**src/rtl/popcount_pkg.sv**
```systemverilog
// Shared constants, FSM state encodings and the round-robin pick helper
// for the popcount scheduler.
package popcount_pkg;

  localparam int WORD_W = 16;
  localparam int MAX_N  = 8;

  typedef logic [1:0] state_t;

  localparam state_t IDLE  = 2'd0;
  localparam state_t GRANT = 2'd1;
  localparam state_t ACCUM = 2'd2;
  localparam state_t DONE  = 2'd3;

  // First set bit of valid, scanning ptr, ptr+1, ... modulo n; 0 if none set.
  function automatic logic [2:0] rr_pick(input logic [MAX_N-1:0] valid,
                                         input logic [2:0]       ptr,
                                         input int unsigned      n);
    logic [2:0]  pick;
    logic        found;
    int unsigned idx;
    pick  = '0;
    found = 1'b0;
    for (int unsigned i = 0; i < MAX_N; i++) begin
      idx = (int'(ptr) + i) % n;
      if (i < n && !found && valid[idx[2:0]]) begin
        pick  = idx[2:0];
        found = 1'b1;
      end
    end
    return pick;
  endfunction

endpackage

```
**src/rtl/popcount16.sv**
```systemverilog
// Combinational 16-bit population count; the single datapath shared by
// all requesters.
module popcount16
  import popcount_pkg::*;
(
  input  logic [WORD_W-1:0] word_i,
  output logic [4:0]        count_o
);

  always_comb begin
    count_o = '0;
    for (int i = 0; i < WORD_W; i++) begin
      count_o = count_o + 5'(word_i[i]);
    end
  end

endmodule

```
**src/rtl/popcount_sched.sv**
```systemverilog
// Round-robin scheduler: locks onto one requester per burst, sums the ones
// of every word through the shared popcount16 and returns a tagged total.
module popcount_sched
  import popcount_pkg::*;
#(
  parameter int N     = 4,
  parameter int ACC_W = 12,
  parameter int ID_W  = 2
) (
  input  logic                clk_i,
  input  logic                rst_i,
  input  logic [N-1:0]        req_valid_i,
  input  logic [WORD_W*N-1:0] req_data_i,
  input  logic [N-1:0]        req_last_i,
  output logic [N-1:0]        req_ready_o,
  output logic                res_valid_o,
  output logic [ACC_W-1:0]    res_count_o,
  output logic [ID_W-1:0]     res_id_o,
  output logic                res_sat_o,
  input  logic                res_ready_i
);

  state_t             state_q, state_d;
  logic [ID_W-1:0]    rr_ptr_q, rr_ptr_d;
  logic [ID_W-1:0]    gnt_id_q, gnt_id_d;
  logic [ACC_W-1:0]   acc_q, acc_d;
  logic               sat_q, sat_d;

  logic [WORD_W-1:0]  word_sel;
  logic [4:0]         word_cnt;
  logic [ACC_W:0]     sum;
  logic [2:0]         pick_id;

  assign word_sel = req_data_i[WORD_W*gnt_id_q +: WORD_W];

  popcount16 u_popcount16 (
    .word_i  (word_sel),
    .count_o (word_cnt)
  );

  // One spare bit on the sum: its MSB flags overflow past the all-ones limit.
  assign sum     = {1'b0, acc_q} + {{(ACC_W-4){1'b0}}, word_cnt};
  assign pick_id = rr_pick(MAX_N'(req_valid_i), 3'(rr_ptr_q), N);

  always_comb begin
    state_d  = state_q;
    rr_ptr_d = rr_ptr_q;
    gnt_id_d = gnt_id_q;
    acc_d    = acc_q;
    sat_d    = sat_q;
    case (state_q)
      IDLE: begin
        if (|req_valid_i) begin
          gnt_id_d = pick_id[ID_W-1:0];
          acc_d    = '0;
          sat_d    = 1'b0;
          state_d  = GRANT;
        end
      end
      GRANT: state_d = ACCUM;
      ACCUM: begin
        if (req_valid_i[gnt_id_q]) begin
          if (sum[ACC_W]) begin
            acc_d = '1;
            sat_d = 1'b1;
          end else begin
            acc_d = sum[ACC_W-1:0];
          end
          if (req_last_i[gnt_id_q]) state_d = DONE;
        end
      end
      DONE: begin
        if (res_ready_i) begin
          rr_ptr_d = (gnt_id_q == ID_W'(N-1)) ? '0 : gnt_id_q + 1'b1;
          state_d  = IDLE;
        end
      end
      default: state_d = IDLE;
    endcase
  end

  always_ff @(posedge clk_i) begin
    if (rst_i) begin
      state_q  <= IDLE;
      rr_ptr_q <= '0;
      gnt_id_q <= '0;
      acc_q    <= '0;
      sat_q    <= 1'b0;
    end else begin
      state_q  <= state_d;
      rr_ptr_q <= rr_ptr_d;
      gnt_id_q <= gnt_id_d;
      acc_q    <= acc_d;
      sat_q    <= sat_d;
    end
  end

  // Ready is decoded from registered state, so it rises the cycle after GRANT.
  always_comb begin
    req_ready_o = '0;
    if (state_q == ACCUM) req_ready_o[gnt_id_q] = 1'b1;
  end

  assign res_valid_o = (state_q == DONE);
  assign res_count_o = acc_q;
  assign res_id_o    = gnt_id_q;
  assign res_sat_o   = sat_q;

endmodule

```
**config.mk**
```make
export PLATFORM = sky130hd
export DESIGN_NAME = popcount_sched
export DESIGN_NICKNAME = d
export VERILOG_FILES = /design/src/rtl/popcount_pkg.sv /design/src/rtl/popcount16.sv /design/src/rtl/popcount_sched.sv
export SDC_FILE = /design/constraint.sdc
export NUM_CORES = 1
export LEC_CHECK = 0
export BUFFER_PORTS_ARGS = -buffer_cell sky130_fd_sc_hd__buf_2
export CORE_ASPECT_RATIO = 1.75
export CORE_MARGIN = 3
export CORE_UTILIZATION = 52
export DETAILED_ROUTE_END_ITERATION = 10
export GPL_ROUTABILITY_DRIVEN = 0
export PLACE_DENSITY = 0.91
export SLEW_MARGIN = 20
export SYNTH_ARGS = -nofsm -noshare
export SYNTH_HDL_FRONTEND = slang
export SYNTH_SLANG_ARGS = --single-unit
```
**constraint.sdc**
```tcl
create_clock -name clk_i -period 17.8 [get_ports clk_i]
set_clock_uncertainty 0.15 [all_clocks]
set_input_delay 2.67 -clock clk_i [delete_from_list [all_inputs] [get_ports clk_i]]
set_output_delay 2.67 -clock clk_i [all_outputs]
set_load 0.02 [all_outputs]
```
==> reports/summary.log <==
INFO  floorplanning  design.core.area=3740µm²
INFO  logic_synthesis synth_edf_count=0
INFO  timing         final_period_minus_worst_setup_slack=8.41ns
INFO  worst_setup_path cp_peak_stage_delay=0.54ns
INFO  timing         final_min_period_over_clock_period=47.2%
INFO  worst_setup_path cp-end-kind=register
INFO  logic_synthesis netlist_area_pre_place=2080µm²
INFO  cts            cts_resized=0
INFO  logic_synthesis yosysTopAreaCellShare=19.5%
INFO  worst_setup_path cell_with_the_most_instances_on_the_worst_path=fa_1
INFO  logic_synthesis synthesis.instances=224
INFO  min_path       worstHoldPathType=register to register
INFO  logic_synthesis commonest_cells_post_synth=30 x inv_1, 19 x dfxtp_1, 18 x a21oi_1, 18 x mux4_2, 18 x nand2_1
INFO  worst_setup_path startpoint_type=input port
INFO  power_and_ir_drop leakagePower=1.26nW
INFO  power_and_ir_drop cell_internal_pwr=239µW
INFO  finish         share_of_final_layout_standard_cells_stronger_than_drive_strength_1=38.0%
INFO  finish         multi_input_comb_area=1560µm²
INFO  cts            cts_htree_levels=1
INFO  power_and_ir_drop power.net_switching=239µW
INFO  worst_setup_path worstPathMaxFanout=6
INFO  drt            drt_pass1_iterations=4
INFO  finish         filler_cell_count=290
INFO  cts            postCtsSetupBuffers=0
INFO  floorplanning  io-pin-count=95
INFO  global_routing grt_start_max_net_pins=24
INFO  logic_synthesis synthDistinctLibCells=44
INFO  logic_synthesis synth_seq_cells=19
INFO  place          dpl.hpwl=4790µm
INFO  power_and_ir_drop power.share.clock=6.4%
INFO  finish         regArea=380µm²
INFO  timing         fmax=0.119GHz
INFO  timing         timing_worst_slew_pin_value=0.570ns
INFO  outcome        status=finished clean
INFO  finish         antenna_cells=0
INFO  timing         fin_ws=9.39ns
INFO  power_and_ir_drop power.share.switching=49.9%
INFO  timing         holdWs=0.326ns
INFO  cts            cts_tree=built
INFO  logic_synthesis yosysSeqAreaShare=18.3%
INFO  worst_setup_path cp_cell_sequence=buf_2 -> mux4_2 -> ha_1 -> fa_1 -> fa_1 -> fa_1 -> inv_1 -> fa_1 -> fa_1 -> fa_1 -> xnor2_1 -> ha_1 -> o21ai_0 -> o21ai_0 -> o21ai_0 -> or3_1 -> a32o_1
INFO  cts            clk_pin_slew_worst_paths=0.07ns
INFO  drt            number_of_vias_after_detailed_routing=2,082
INFO  timing         maxSlewHeadroom=61.6%
INFO  global_routing number_of_antenna_violations_at_the_first_check_in_global_routing=0
INFO  floorplanning  dieArea=4830µm²
INFO  place          buffer_ports.inserted=94
INFO  floorplanning  die_height=89.7µm
INFO  finish         finish.instance_area=2640µm²
INFO  power_and_ir_drop pwr-share-seq=11.4%
INFO  global_routing vias_in_the_first_global_route=2,188
INFO  cts            cts.sink_count=19
INFO  flow_run       max_cap_violations=0
INFO  global_routing grt_pass1_wl=9240µm
INFO  floorplanning  rows=29
INFO  cts            clk_root_buffer_cell=clkbuf_8
INFO  place          placedInstanceArea=2590µm²
INFO  logic_synthesis ys_dominant_reg_cell=dfxtp_1
INFO  power_and_ir_drop portion_of_total_power_attributed_to_combinational_logic=82.2%
INFO  worst_setup_path setup.worst_path.class=input port to register
INFO  place          placed_cells=358
INFO  timing         hold_viol_final=0
INFO  floorplanning  floorplan.initialDensity=55.7%
INFO  timing         timing.setup.tns=0ns
INFO  finish         post_layout_util=70.6%
INFO  timing         number_of_max_slew_violations_in_the_final_report=0
INFO  logic_synthesis synthTopCellsByArea=mux4_2 19%, dfxtp_1 18%, fa_1 11%
INFO  place          detailedPlace.worstSlack=9.12ns
INFO  drt            post_drt_via_cell_ratio=5.75
INFO  power_and_ir_drop totalPowerFinal=478µW
INFO  logic_synthesis ys_warn_count=0
INFO  finish         final-instance-count-excl-fill=362
INFO  cts            clock_path_buffers=2
INFO  logic_synthesis synth.avg_cell_area=9.30µm²
INFO  finish         syn_to_final_growth=26.7%
INFO  worst_setup_path critical_path_required=17.81ns
INFO  drt            drt_iter0_drc=60
INFO  power_and_ir_drop pwr_per_cell_area=181nW/µm²
INFO  global_routing grt_use_total=24.7%
INFO  logic_synthesis postSynthNetCount=327
INFO  worst_setup_path worstPathArrival=8.41ns
INFO  cts            cts_bufs_inserted=3
INFO  logic_synthesis top_cell_type_by_total_area_after_synthesis=mux4_2
INFO  drt            routed_len_inst=15.5µm
INFO  logic_synthesis synth.most_common_cell=inv_1
INFO  global_routing grt_residual_overflow=0
INFO  drt            route.detailed.drc=0
INFO  logic_synthesis synth-async-reset-ratio=0%
INFO  finish         layout.nets=420
INFO  floorplanning  die_x=53.8µm
INFO  drt            route.antenna.remaining_nets=0
INFO  cts            cts.hold.buffers_added=0
INFO  worst_setup_path crit_path_top_delay_cell=fa_1
INFO  cts            worstSkewPairLatency=0.26ns
INFO  timing         finalSetupViolCount=0
INFO  power_and_ir_drop ir_worst_vdd=0.150mV
INFO  drt            drt-total-wl=5600µm
INFO  timing         rsz0062_at_grt=no
[cell type report]
type / instances / area share (%)
timing repair buffer: 96 / 18.4
multi-input combinational: 167 / 59.0
tap: 46 / 2.18
clock buffer: 4 / 1.71
sequential: 19 / 14.4
inverter: 30 / 4.27
[power groups by stage]
stage          Combinational, mW  Sequential [mW]  Clock (mW)
2_1_floorplan              0.307           0.0588           0
3_3_place_gp               0.374           0.0551           0
3_5_place_dp               0.397           0.0555           0
4_1_cts                    0.398           0.0547      0.0304
5_1_grt                    0.454           0.0558      0.0323
6_report                   0.393           0.0545      0.0307
[layer usage]
layer  track usage, %  wire length, µm  vias up
met1             24.8             1890      999
met4             8.53              132        0
met2             48.4             3380       71
met3             1.82              190       15
li1                 -                -      997
met5                0                0        -
[sequential cells by signal, indices dropped and copies added (netlist names)]
register     cells
res_count_o     12
res_id_o         2
rr_ptr_q         2
state_q          2
res_sat_o        1
[kinds of logic (layout without fill, tap and decap cells)]
logic type / count (synthesis) / count (layout) / share of synthesized area, %
mux: 19 / 19 / 19.9
xor+xnor: 5 / 5 / 2.10
buf+inv: 38 / 130 / 6.97
compound gates: 62 / 62 / 19.4
simple gates: 53 / 53 / 12.6
flops: 19 / 19 / 18.3
fa+ha+maj: 28 / 28 / 20.8
[final timing paths]
path | slack, ns | depth (start not counted) | from | to
max | 9.39 | 17 | req_data_i[48] | res_count_o[7]
min | 0.33 | 2 | res_count_o[0] | res_count_o[0]
max reg2reg | 11.26 | 16 | res_id_o[0] | res_count_o[7]
min reg2reg | 0.33 | 2 | res_count_o[0] | res_count_o[0]
[cell usage in the layout, fill, tap and decap left out, drive strengths merged, types with 2 or more instances in the layout]
| master | Yosys | final |
|---|---|---|
| nand2 | 18 | 18 |
| xnor2 | 4 | 4 |
| a211oi | 2 | 2 |
| nand2b | 2 | 2 |
| dfxtp | 19 | 19 |
| mux4 | 18 | 18 |
| o22ai | 3 | 3 |
| nor3 | 2 | 2 |
| nand3 | 6 | 6 |
| a21oi | 18 | 18 |
| a21o | 4 | 4 |
| a31oi | 2 | 2 |
| o21ai | 15 | 15 |
| buf | 3 | 96 |
| o211ai | 3 | 3 |
| ha | 17 | 17 |
| clkbuf | 5 | 4 |
| nor2b | 5 | 5 |
| o21a | 3 | 3 |
| fa | 11 | 11 |
| o2bb2ai | 2 | 2 |
| and2 | 6 | 6 |
| nor2 | 8 | 8 |
| and3 | 2 | 2 |
| inv | 30 | 30 |
[worst max-delay path: cells and delay by family]
| kind | cells | cell delay (ns) |
|---|---|---|
| adders and majority gates | 8 | 3.66 |
| AOI/OAI and AO/OA | 4 | 0.91 |
| muxes | 1 | 0.47 |
| and+or+nand+nor | 1 | 0.38 |
| xor gates and xnor gates | 1 | 0.16 |
| buffers and inverters | 2 | 0.14 |
(Power assumes the default switching activity.)
